## src/rtl/j_mwalk_pkg.sv

```systemverilog
// j_mwalk_pkg: shared state encodings and width helpers for the matrix walker.
package j_mwalk_pkg;

    typedef enum logic [1:0] {
        IDLE  = 2'd0,
        ISSUE = 2'd1,
        DONE  = 2'd2
    } mw_state_e;

    localparam logic [4:0] MW_ZERO_WIDTH = 5'd16;

    // A width field of 0 encodes a full 16-element row/column.
    function automatic logic [4:0] mw_elems(input logic [3:0] w);
        return (w == 4'd0) ? MW_ZERO_WIDTH : {1'b0, w};
    endfunction

endpackage

```

## src/rtl/j_mwalk_count.sv

```systemverilog
// j_mwcount: 5-bit load/decrement element counter with count==1 detect.
module j_mwcount
    import j_mwalk_pkg::*;
(
    input  logic       sys_clk,
    input  logic       resetl,
    input  logic       load,
    input  logic       en,
    input  logic [4:0] load_val,
    output logic       count1
);

    logic [4:0] count_q, count_d;

    always_comb begin
        count_d = load ? load_val : en ? count_q - 5'd1 : count_q;
    end

    always_ff @(posedge sys_clk) begin
        if (!resetl) count_q <= '0;
        else         count_q <= count_d;
    end

    assign count1 = (count_q == 5'd1);

endmodule

```

## src/rtl/j_mwalk.sv

```systemverilog
// j_mwalk: issues one read per matrix element along a row or column, holding each request until acknowledged.
module j_mwalk
    import j_mwalk_pkg::*;
(
    input  logic        sys_clk,
    input  logic        resetl,
    input  logic        start,
    input  logic [21:0] mtxa,
    input  logic [3:0]  mwidth,
    input  logic        maddw,
    input  logic        rd_ack,
    output logic        rd_req,
    output logic [21:0] rd_addr,
    output logic        first,
    output logic        last,
    output logic        busy,
    output logic        done
);

    mw_state_e   state_q, state_d;
    logic [21:0] addr_q, addr_d;
    logic [4:0]  stride_q, stride_d;
    logic        first_q, first_d;
    logic        cnt_load, cnt_en, count1;

    j_mwcount u_count (
        .sys_clk  (sys_clk),
        .resetl   (resetl),
        .load     (cnt_load),
        .en       (cnt_en),
        .load_val (mw_elems(mwidth)),
        .count1   (count1)
    );

    always_comb begin
        state_d  = state_q;
        addr_d   = addr_q;
        stride_d = stride_q;
        first_d  = first_q;
        cnt_load = 1'b0;
        cnt_en   = 1'b0;
        case (state_q)
            IDLE: if (start) begin
                addr_d   = mtxa;
                stride_d = maddw ? mw_elems(mwidth) : 5'd1;
                first_d  = 1'b1;
                cnt_load = 1'b1;
                state_d  = ISSUE;
            end
            ISSUE: if (rd_ack) begin
                first_d = 1'b0;
                // The final element leaves the address parked on itself.
                if (count1) begin
                    state_d = DONE;
                end else begin
                    addr_d = addr_q + {17'd0, stride_q};
                    cnt_en = 1'b1;
                end
            end
            DONE:    state_d = IDLE;
            default: state_d = IDLE;
        endcase
    end

    always_ff @(posedge sys_clk) begin
        if (!resetl) begin
            state_q  <= IDLE;
            addr_q   <= '0;
            stride_q <= '0;
            first_q  <= 1'b0;
        end else begin
            state_q  <= state_d;
            addr_q   <= addr_d;
            stride_q <= stride_d;
            first_q  <= first_d;
        end
    end

    assign rd_req  = (state_q == ISSUE);
    assign rd_addr = addr_q;
    assign first   = rd_req & first_q;
    assign last    = rd_req & count1;
    assign busy    = (state_q != IDLE);
    assign done    = (state_q == DONE);

endmodule

```

## config.mk

```make
export PLATFORM = sky130hd
export DESIGN_NAME = j_mwalk
export DESIGN_NICKNAME = d
export VERILOG_FILES = /design/src/rtl/j_mwalk_pkg.sv /design/src/rtl/j_mwalk_count.sv /design/src/rtl/j_mwalk.sv
export SDC_FILE = /design/constraint.sdc
export NUM_CORES = 1
export LEC_CHECK = 0
export ABC_CLOCK_PERIOD_IN_PS = 4430
export BUFFER_PORTS_ARGS = -buffer_cell sky130_fd_sc_hd__buf_2
export CORE_MARGIN = 2
export CORE_UTILIZATION = 35
export DETAILED_ROUTE_END_ITERATION = 10
export GPL_TIMING_DRIVEN = 0
export PLACE_DENSITY = 0.64
export SKIP_LAST_GASP = 1
export SLEW_MARGIN = 20
export SYNTH_ARGS = -nofsm -noshare
export SYNTH_HDL_FRONTEND = slang
export SYNTH_SLANG_ARGS = --single-unit
```

## constraint.sdc

```tcl
create_clock -name sys_clk -period 4.43 [get_ports sys_clk]
set_clock_uncertainty 0.05 [all_clocks]
set_input_delay 0.886 -clock sys_clk [delete_from_list [all_inputs] [get_ports sys_clk]]
set_output_delay 0.886 -clock sys_clk [all_outputs]
set_load 0.1 [all_outputs]
```

==> impl_metrics.json, run 1 <==
{
  "met2_length_um": 3080,
  "power_density_nw_per_um2": 357,
  "cts_setup_buffers": 0,
  "cts_resized": 0,
  "share_of_layout_cells_above_drive_strength_1": 0.241,
  "endpoint_of_the_most_critical_register_to_register_path": "rd_addr[12]",
  "crit_end": "first",
  "cp_slowest_cell": "dfxtp_1",
  "hold-worst-slack_ps": 427,
  "worst_pin_slew_ps": 626,
  "clk_path_buf_depth": 2,
  "rsz0062_at_grt": "false",
  "clkSinkCount": 35,
  "cp_max_fo": 10,
  "wl_met1_um": 3000,
  "critPathLaunchType": "register",
  "fmaxAchievable_mhz": 305,
  "critPathMaxStageDelay_ps": 490,
  "synth.net_count": 320,
  "grt_antenna_before_repair": 0,
  "cp-startpoint": "state_q[0]",
  "postSynthRegisterBits": 35,
  "routed-wl-met3_um": 397,
  "max_slew_margin": 0.583,
  "overflow": 0,
  "grt_first_pass_wirelength_um": 10700,
  "post_synth_num_cell_types": 63,
  "fin_setup_tns_ps": 0,
  "place_congestion": 0.860,
  "routed.top_layer": "met4",
  "syn-cell-area_sq_um": 2190,
  "synthToLayoutAreaGrowth_pct": 21.1,
  "syn-instance-count": 281,
  "worst_path_most_repeated_cell": "buf_2",
  "slew_viol_final": 0,
  "rr_worst_depth": 7,
  "timing.final.hold_violations": 0,
  "cts_inserted_buffers": 5,
  "dieHeight_um": 83.1,
  "grtUsageTotal": 0.190,
  "die_x_um": 83.1,
  "worst_hold_path_type": "register to register",
  "category_of_the_worst_setup_path_capture_point": "output port",
  "grt_pass1_vias": 2234,
  "clock_latency_ps": 290,
  "die_area_sq_um": 6900,
  "timing.critical_path.arrival_ps": 2340,
  "fill_cell_count": 667,
  "drt.antenna.violating_nets": 0,
  "h-tree-depth": 2,
  "nets": 383,
  "drt-wirelength-per-cell_um": 15.7,
  "synthesis.area_per_instance_sq_um": 7.79,
  "clkSlewWorstSetupHoldPaths_ps": 70,
  "viasPerCell": 5.74,
  "diode_count": 0,
  "port-buffer-count": 56,
  "seq_area_frac_synth": 0.320,
  "post_route_minimum_period_ps": 3280,
  "multi_input_gate_area_in_the_final_layout_sq_um": 1370,
  "route.vias.total": 2403,
  "max_cap_violations": 0,
  "run_status": "finished, final reports clean",
  "clock_tree.root_cell": "clkbuf_8",
  "hold_buffers": 0,
  "path_class": "register to output port",
  "timing.critical_path.cells": "nand2b_2, inv_2, buf_2, buf_1, and2_1, buf_2",
  "worst_reg2reg_path_startpoint": "rd_addr[0]",
  "core-area_sq_um": 5990,
  "async_reset_ff_frac": 0,
  "seq_area_sq_um": 701,
  "tritoncts_clock_tree": "yes",
  "grt_max_degree": 11,
  "peakVddDrop_uv": 222,
  "ys.warnings.count": 0,
  "final.period_utilization": 0.739,
  "drt_pass1_iterations": 4,
  "hpwlAfterDp_um": 4950,
  "cp.required_ps": 3490,
  "route.final.wire_length_um": 6580,
  "min-delay-start": "stride_q[3]",
  "rrSetupSlack_ps": 2100,
  "synth_enable_flop_cells": 0,
  "postSynth.topFlopCell": "dfxtp_1",
  "io-pin-count": 58,
  "first_iter_violations": 186,
  "leakage_nw": 1.07,
  "setup_viol_count_final": 0,
  "num_rows": 28,
  "initial_utilization": 0.365,
  "drcViolationCount": 0
}
[area by class of cell]
class / instances / area share
Multi-Input combinational cell: 218 / 0.518
Sequential cell: 35 / 0.264
Timing Repair Buffer: 56 / 0.106
Tap cell: 75 / 0.0354
Clock buffer: 6 / 0.0312
Buffer: 17 / 0.0279
Inverter: 11 / 0.0156
Clock inverter: 1 / 0.00189
[synth_stat cells (all sizes together) (5+ instances only)]
cell    number  share of area
nand2       38          0.065
dfxtp       35           0.32
a21oi       22          0.050
nor2        20          0.035
o21ai       17          0.041
nand3       13          0.030
inv         11          0.019
clkbuf      10          0.017
nor3        10          0.023
a31oi        9          0.033
o211ai       8          0.032
buf          7          0.017
ha           7          0.040
nand4        7          0.020
a22oi        6          0.021
and3         5          0.014
[per-stage QoR]
step           cells  total power (W)  instance area, sq um  setup slack [ps]  utilization
6_report         419         0.000946                  2650              1150        0.442
5_1_grt          419         0.000992                  2650              1060        0.442
4_1_cts          419         0.000949                  2650              1140        0.442
3_5_place_dp     412         0.000710                  2560              1480        0.428
3_3_place_gp     412         0.000707                  2560              1470        0.428
2_1_floorplan    281         0.000635                  2190               754            -
[cells by family (layout without fill, tap and decap cells)]
logic type | count (synthesis) | in the layout | share of synthesized area
AO/OA/AOI/OAI | 89 | 89 | 0.280
AND/OR/NAND/NOR | 116 | 116 | 0.277
adder cells (fa/ha/maj) | 8 | 8 | 0.0492
XOR/XNOR | 3 | 3 | 0.0120
buffers and inverters | 28 | 91 | 0.0526
flip-flops | 35 | 35 | 0.320
multiplexers | 2 | 2 | 0.00972
[worst min path at each step]
stage | end | slack, ps | depth (start not counted)
floorplan | stride_q[2] | 390 | 2
global placement | stride_q[3] | 420 | 2
detailed placement | stride_q[3] | 420 | 2
CTS | stride_q[3] | 430 | 2
global route | stride_q[2] | 470 | 2
finish | stride_q[3] | 430 | 2
[power breakdown]
part / total, W / internal (W) / switching [W]
sequential: 0.000371 / 0.000340 / 0.0000303
combinational: 0.000334 / 0.0000810 / 0.000253
clock: 0.000242 / 0.000122 / 0.000120
[state kept, by name (all words and copies together) (netlist names)]
register	flops
u_count.count_q	5
rd_addr	22
first_q	1
state_q	2
stride_q	5
[layer usage]
metal,track usage,vias to the layer above
met2,0.308,78
met4,0.0686,0
li1,-,1172
met5,0,-
met3,0.0368,9
met1,0.250,1144
[cells in the final DEF, fill, tap and decap left out, types with 2 or more instances in the layout]
| cell type | count |
|---|---|
| o21a_1 | 2 |
| a311oi_1 | 3 |
| o21ai_0 | 14 |
| nand2_1 | 38 |
| a22oi_1 | 6 |
| or4_1 | 4 |
| o211ai_1 | 6 |
| a32oi_1 | 3 |
| a21oi_1 | 22 |
| o211ai_2 | 2 |
| nand4_1 | 7 |
| or3_1 | 2 |
| o21ai_1 | 2 |
| a31oi_1 | 8 |
| buf_2 | 61 |
| nor3b_1 | 2 |
| a21o_1 | 2 |
| inv_1 | 10 |
| clkbuf_8 | 6 |
| and2_1 | 2 |
| ha_1 | 7 |
| xnor2_1 | 2 |
| a211oi_1 | 3 |
| dfxtp_1 | 35 |
| nor2_1 | 19 |
| and3_1 | 5 |
| o21bai_1 | 2 |
| nand3_1 | 13 |
| nor2b_1 | 2 |
| clkbuf_1 | 10 |
| nor3_1 | 10 |
[worst max-delay path: cells and delay by family, from the launching register on]
kind	cells	cell delay [ps]
buffers and inverters	4	1230
DFF	1	490
and+or+nand+nor	2	330
(Power assumes the default switching activity.)
==> inputs of run 2 (changes only) <==
--- a/config.mk
+++ b/config.mk
@@ -5,13 +5,13 @@
 export SDC_FILE = /design/constraint.sdc
 export NUM_CORES = 1
 export LEC_CHECK = 0
-export ABC_CLOCK_PERIOD_IN_PS = 4430
+export ABC_CLOCK_PERIOD_IN_PS = 2990
 export BUFFER_PORTS_ARGS = -buffer_cell sky130_fd_sc_hd__buf_2
 export CORE_MARGIN = 2
 export CORE_UTILIZATION = 35
 export DETAILED_ROUTE_END_ITERATION = 10
 export GPL_TIMING_DRIVEN = 0
-export PLACE_DENSITY = 0.64
+export PLACE_DENSITY = 0.66
 export SKIP_LAST_GASP = 1
 export SLEW_MARGIN = 20
 export SYNTH_ARGS = -nofsm -noshare
==> constraint.sdc (replaced) <==
create_clock -name sys_clk -period 2.99 [get_ports sys_clk]
set_clock_uncertainty 0.05 [all_clocks]
set_input_delay 0.598 -clock sys_clk [delete_from_list [all_inputs] [get_ports sys_clk]]
set_output_delay 0.598 -clock sys_clk [all_outputs]
set_load 0.1 [all_outputs]
==> impl_metrics.json, run 2 (synthesized netlist as in run 1, its figures left out) <==
{
  "diode_count": 0,
  "finalNonFillerCells": 420,
  "die_area_sq_um": 6900,
  "slew_viol_final": 0,
  "critPathMaxStageDelay_ps": 490,
  "post_route_minimum_period_ps": 2810,
  "hold-worst-slack_ps": 423,
  "grt_pass1_vias": 2237,
  "timing.critical_path.cells": "nand2b_2, inv_2, buf_2, clkdlybuf4s15_2, and2_1, clkbuf_4",
  "path_class": "register to output port",
  "clkSinkCount": 35,
  "viasPerCell": 5.70,
  "io-pin-count": 58,
  "port-buffer-count": 56,
  "die_x_um": 83.1,
  "worst_hold_path_type": "register to register",
  "hold_buffers": 0,
  "grt_antenna_before_repair": 0,
  "cts_setup_buffers": 0,
  "rsz0062_at_grt": "false",
  "drt_pass1_iterations": 4,
  "max_slew_margin": 0.603,
  "route.final.wire_length_um": 6640,
  "timing.final.hold_violations": 0,
  "route.vias.total": 2394,
  "leakage_nw": 1.08,
  "grtUsageTotal": 0.192,
  "critPathLaunchType": "register",
  "total_power_w": 0.00144,
  "dieHeight_um": 83.1,
  "run_status": "finished, final reports clean",
  "final_critical_path_setup_slack_ps": 181,
  "overflow": 0,
  "max_cap_violations": 0,
  "grt_first_pass_wirelength_um": 10800,
  "placedCellCount": 412,
  "place_worst_setup_slack_ps": 415,
  "final_common_cell": "buf_2",
  "share_of_layout_cells_above_drive_strength_1": 0.243,
  "most-common-layout-cells": "buf_2 (60), nand2_1 (38), dfxtp_1 (35)",
  "initial_utilization": 0.365,
  "cp_slowest_cell": "dfxtp_1",
  "h-tree-depth": 2,
  "worst_pin_slew_ps": 595,
  "clock_tree.root_cell": "clkbuf_8",
  "peakVddDrop_uv": 295,
  "largest_register_ffs": 22,
  "setup_viol_count_final": 0,
  "cp.required_ps": 2340,
  "place_congestion": 0.873,
  "core-area_sq_um": 5990,
  "clkSlewWorstSetupHoldPaths_ps": 80,
  "cts_inserted_buffers": 5,
  "final.period_utilization": 0.939,
  "timing.critical_path.arrival_ps": 2160,
  "grt_max_degree": 11,
  "num_rows": 28,
  "category_of_the_worst_setup_path_capture_point": "output port",
  "hpwlAfterDp_um": 4920,
  "clock_latency_ps": 290,
  "drt.antenna.violating_nets": 0,
  "fmaxAchievable_mhz": 356,
  "cts_resized": 0,
  "power_density_nw_per_um2": 538,
  "nets": 383,
  "first_iter_violations": 136,
  "cp_max_fo": 10,
  "drcViolationCount": 0,
  "fin_setup_tns_ps": 0,
  "clk_path_buf_depth": 2,
  "tritoncts_clock_tree": "yes",
  "synthToLayoutAreaGrowth_pct": 22.1,
  "drt-wirelength-per-cell_um": 15.8
}
run 2: cell types whose count changed in the layout (fill, tap and decap cells not counted), sizes merged:
cell / before / now
buf: 63 / 61
clkinv: 1 / 0
clkbuf: 16 / 19
clkdlybuf4s15: 0 / 1
run 2: power by group:
| part | switching (W) | leakage [nW] | internal, W | total, W |
|---|---|---|---|---|
| logic | 0.000373 | 0.741 | 0.000122 | 0.000495 |
| clock network | 0.000183 | 0.0515 | 0.000211 | 0.000393 |
| registers | 0.0000448 | 0.288 | 0.000504 | 0.000549 |
| total | 0.000601 | 1.08 | 0.000836 | 0.00144 |
run 2: final cells by class:
| type | instances | area (sq um) |
|---|---|---|
| inverters | 11 | 41.3 |
| multi-input cells | 218 | 1370 |
| clock buffers | 8 | 100 |
| plain buffers | 17 | 81.3 |
| well taps | 75 | 93.8 |
| fillers | 635 | 3320 |
| repair buffers | 56 | 283 |
| flip-flops and latches | 35 | 701 |
run 2: worst paths after layout:
check                                  from     endpoint  slack, ps  cells after the start
worst max-delay path             state_q[0]        first        180                      6
worst min-delay path            stride_q[2]  stride_q[2]        420                      2
worst max register to register   rd_addr[0]  rd_addr[12]        680                      7
worst min register to register  stride_q[2]  stride_q[2]        420                      2
run 2: stage by stage:
step	instance area [sq um]	util
finish	2670	0.446
CTS	2670	0.446
detailed placement	2570	0.429
global placement	2570	0.429
floorplan	2200	-
global route	2670	0.446
run 2: critical path: cells and delay by family, from the launching register on:
| family | cells | cell delay [ps] |
|---|---|---|
| AND/OR/NAND/NOR | 2 | 310 |
| flip-flops | 1 | 490 |
| buffers and inverters | 4 | 1060 |
run 2: metal layers:
layer,track usage,vias to the layer above,wire length (um)
met1,0.254,1107,3030
met2,0.306,101,2990
li1,-,1178,-
met3,0.0507,8,519
met4,0.0596,0,98
met5,0,-,0
==> inputs of run 3 (changes only) <==
--- a/config.mk
+++ b/config.mk
@@ -5,13 +5,12 @@
 export SDC_FILE = /design/constraint.sdc
 export NUM_CORES = 1
 export LEC_CHECK = 0
-export ABC_CLOCK_PERIOD_IN_PS = 2990
+export ABC_CLOCK_PERIOD_IN_PS = 3200
 export BUFFER_PORTS_ARGS = -buffer_cell sky130_fd_sc_hd__buf_2
 export CORE_MARGIN = 2
 export CORE_UTILIZATION = 35
 export DETAILED_ROUTE_END_ITERATION = 10
-export GPL_TIMING_DRIVEN = 0
-export PLACE_DENSITY = 0.66
+export PLACE_DENSITY = 0.64
 export SKIP_LAST_GASP = 1
 export SLEW_MARGIN = 20
 export SYNTH_ARGS = -nofsm -noshare
==> constraint.sdc (replaced) <==
create_clock -name sys_clk -period 3.2 [get_ports sys_clk]
set_clock_uncertainty 0.05 [all_clocks]
set_input_delay 0.64 -clock sys_clk [delete_from_list [all_inputs] [get_ports sys_clk]]
set_output_delay 0.64 -clock sys_clk [all_outputs]
set_load 0.1 [all_outputs]
==> impl_metrics.json, run 3 (synthesized netlist as in run 1, its figures left out) <==
{
  "num_rows": 28,
  "rsz0062_at_grt": "false",
  "most-common-layout-cells": "buf_2 (57), nand2_1 (38), dfxtp_1 (35)",
  "die_area_sq_um": 6900,
  "category_of_the_worst_setup_path_capture_point": "output port",
  "nets": 372,
  "max_cap_violations": 0,
  "final_critical_path_setup_slack_ps": 617,
  "cts_resized": 0,
  "cts_inserted_buffers": 5,
  "core-area_sq_um": 5990,
  "share_of_layout_cells_above_drive_strength_1": 0.251,
  "clock_tree.root_cell": "clkbuf_8",
  "place_worst_setup_slack_ps": 920,
  "tritoncts_clock_tree": "yes",
  "final_common_cell": "buf_2",
  "clock_latency_ps": 290,
  "clk_path_buf_depth": 2,
  "hold_buffers": 0,
  "leakage_nw": 1.06,
  "drt-wirelength-per-cell_um": 15.1,
  "overflow": 0,
  "cp_max_fo": 5,
  "grt_antenna_before_repair": 0,
  "grt_max_degree": 25,
  "first_iter_violations": 158,
  "fin_util": 0.437,
  "critPathLaunchType": "register",
  "post_route_minimum_period_ps": 2580,
  "slew_viol_final": 0,
  "power_density_nw_per_um2": 495,
  "drt_pass1_iterations": 4,
  "routed.top_layer": "met4",
  "peakVddDrop_uv": 228,
  "place_congestion": 0.819,
  "routed-wl-met3_um": 428,
  "worst_reg2reg_path_startpoint": "state_q[0]",
  "die_x_um": 83.1,
  "timing.final.hold_violations": 0,
  "cp.required_ps": 2510,
  "cts_setup_buffers": 0,
  "drt.antenna.violating_nets": 0,
  "port-buffer-count": 57,
  "min-delay-start": "stride_q[2]",
  "fin_setup_tns_ps": 0,
  "timing.critical_path.arrival_ps": 1890,
  "clkSlewWorstSetupHoldPaths_ps": 80,
  "max_slew_margin": 0.582,
  "setup_viol_count_final": 0,
  "clkSinkCount": 35,
  "hpwlAfterDp_um": 4390,
  "viasPerCell": 5.61,
  "worst_hold_path_type": "register to register",
  "drcViolationCount": 0,
  "final.period_utilization": 0.807,
  "fmaxAchievable_mhz": 387,
  "fill_cell_count": 642,
  "initial_utilization": 0.365,
  "largest_register_ffs": 22,
  "grtUsageTotal": 0.182,
  "dieHeight_um": 83.1,
  "worst_pin_slew_ps": 626,
  "h-tree-depth": 2,
  "met2_length_um": 2680,
  "grt_pass1_vias": 2161,
  "synthToLayoutAreaGrowth_pct": 19.5,
  "route.final.wire_length_um": 6170,
  "diode_count": 0,
  "cp-startpoint": "u_count.count_q[0]",
  "path_class": "register to output port",
  "route.vias.total": 2294,
  "wl_met1_um": 2950,
  "grt_first_pass_wirelength_um": 10400,
  "run_status": "finished, final reports clean",
  "io-pin-count": 58
}
## run 3: final cells by class
class	instances	area, sq um	area share
multi-input combinational	218	1370	0.525
clock buffer	5	68.8	0.0263
sequential	35	701	0.268
clock inverter	3	15.0	0.00574
tap	75	93.8	0.0359
timing repair buffer	62	323	0.123
inverter	11	41.3	0.0158
## run 3: path summary, 6_finish.rpt
| kind | cells after the start | to | slack, ps |
|---|---|---|---|
| max reg2reg | 6 | rd_addr[17] | 920 |
| min | 2 | stride_q[2] | 420 |
| min reg2reg | 2 | stride_q[2] | 420 |
| max | 4 | last | 620 |
## run 3: metrics by stage
step	instances	hold slack, ps	instance area [sq um]	power, W
floorplan	281	386	2200	0.000881
global placement	401	402	2530	0.000971
detailed placement	401	411	2530	0.000976
CTS	409	421	2620	0.00130
global route	409	439	2620	0.00136
finish	409	420	2620	0.00129
## run 3: power by group
group | leakage (nW) | total [W] | internal, W | switching (W)
registers | 0.288 | 0.000513 | 0.000471 | 0.0000423
clock network | 0.0477 | 0.000328 | 0.000149 | 0.000178
logic | 0.724 | 0.000454 | 0.000110 | 0.000343
## run 3: worst max-delay path, stage by stage, from the launching register on
cell and delay, ps:
dfxtp_1 400, ha_1 180, or4b_4 500, nor2_1 100
buf_2 430
## run 3: metal layers
metal,up-vias,GRT usage
met5,-,0
li1,1148,-
met1,1058,0.248
met4,0,0.0686
met3,10,0.0447
met2,78,0.276
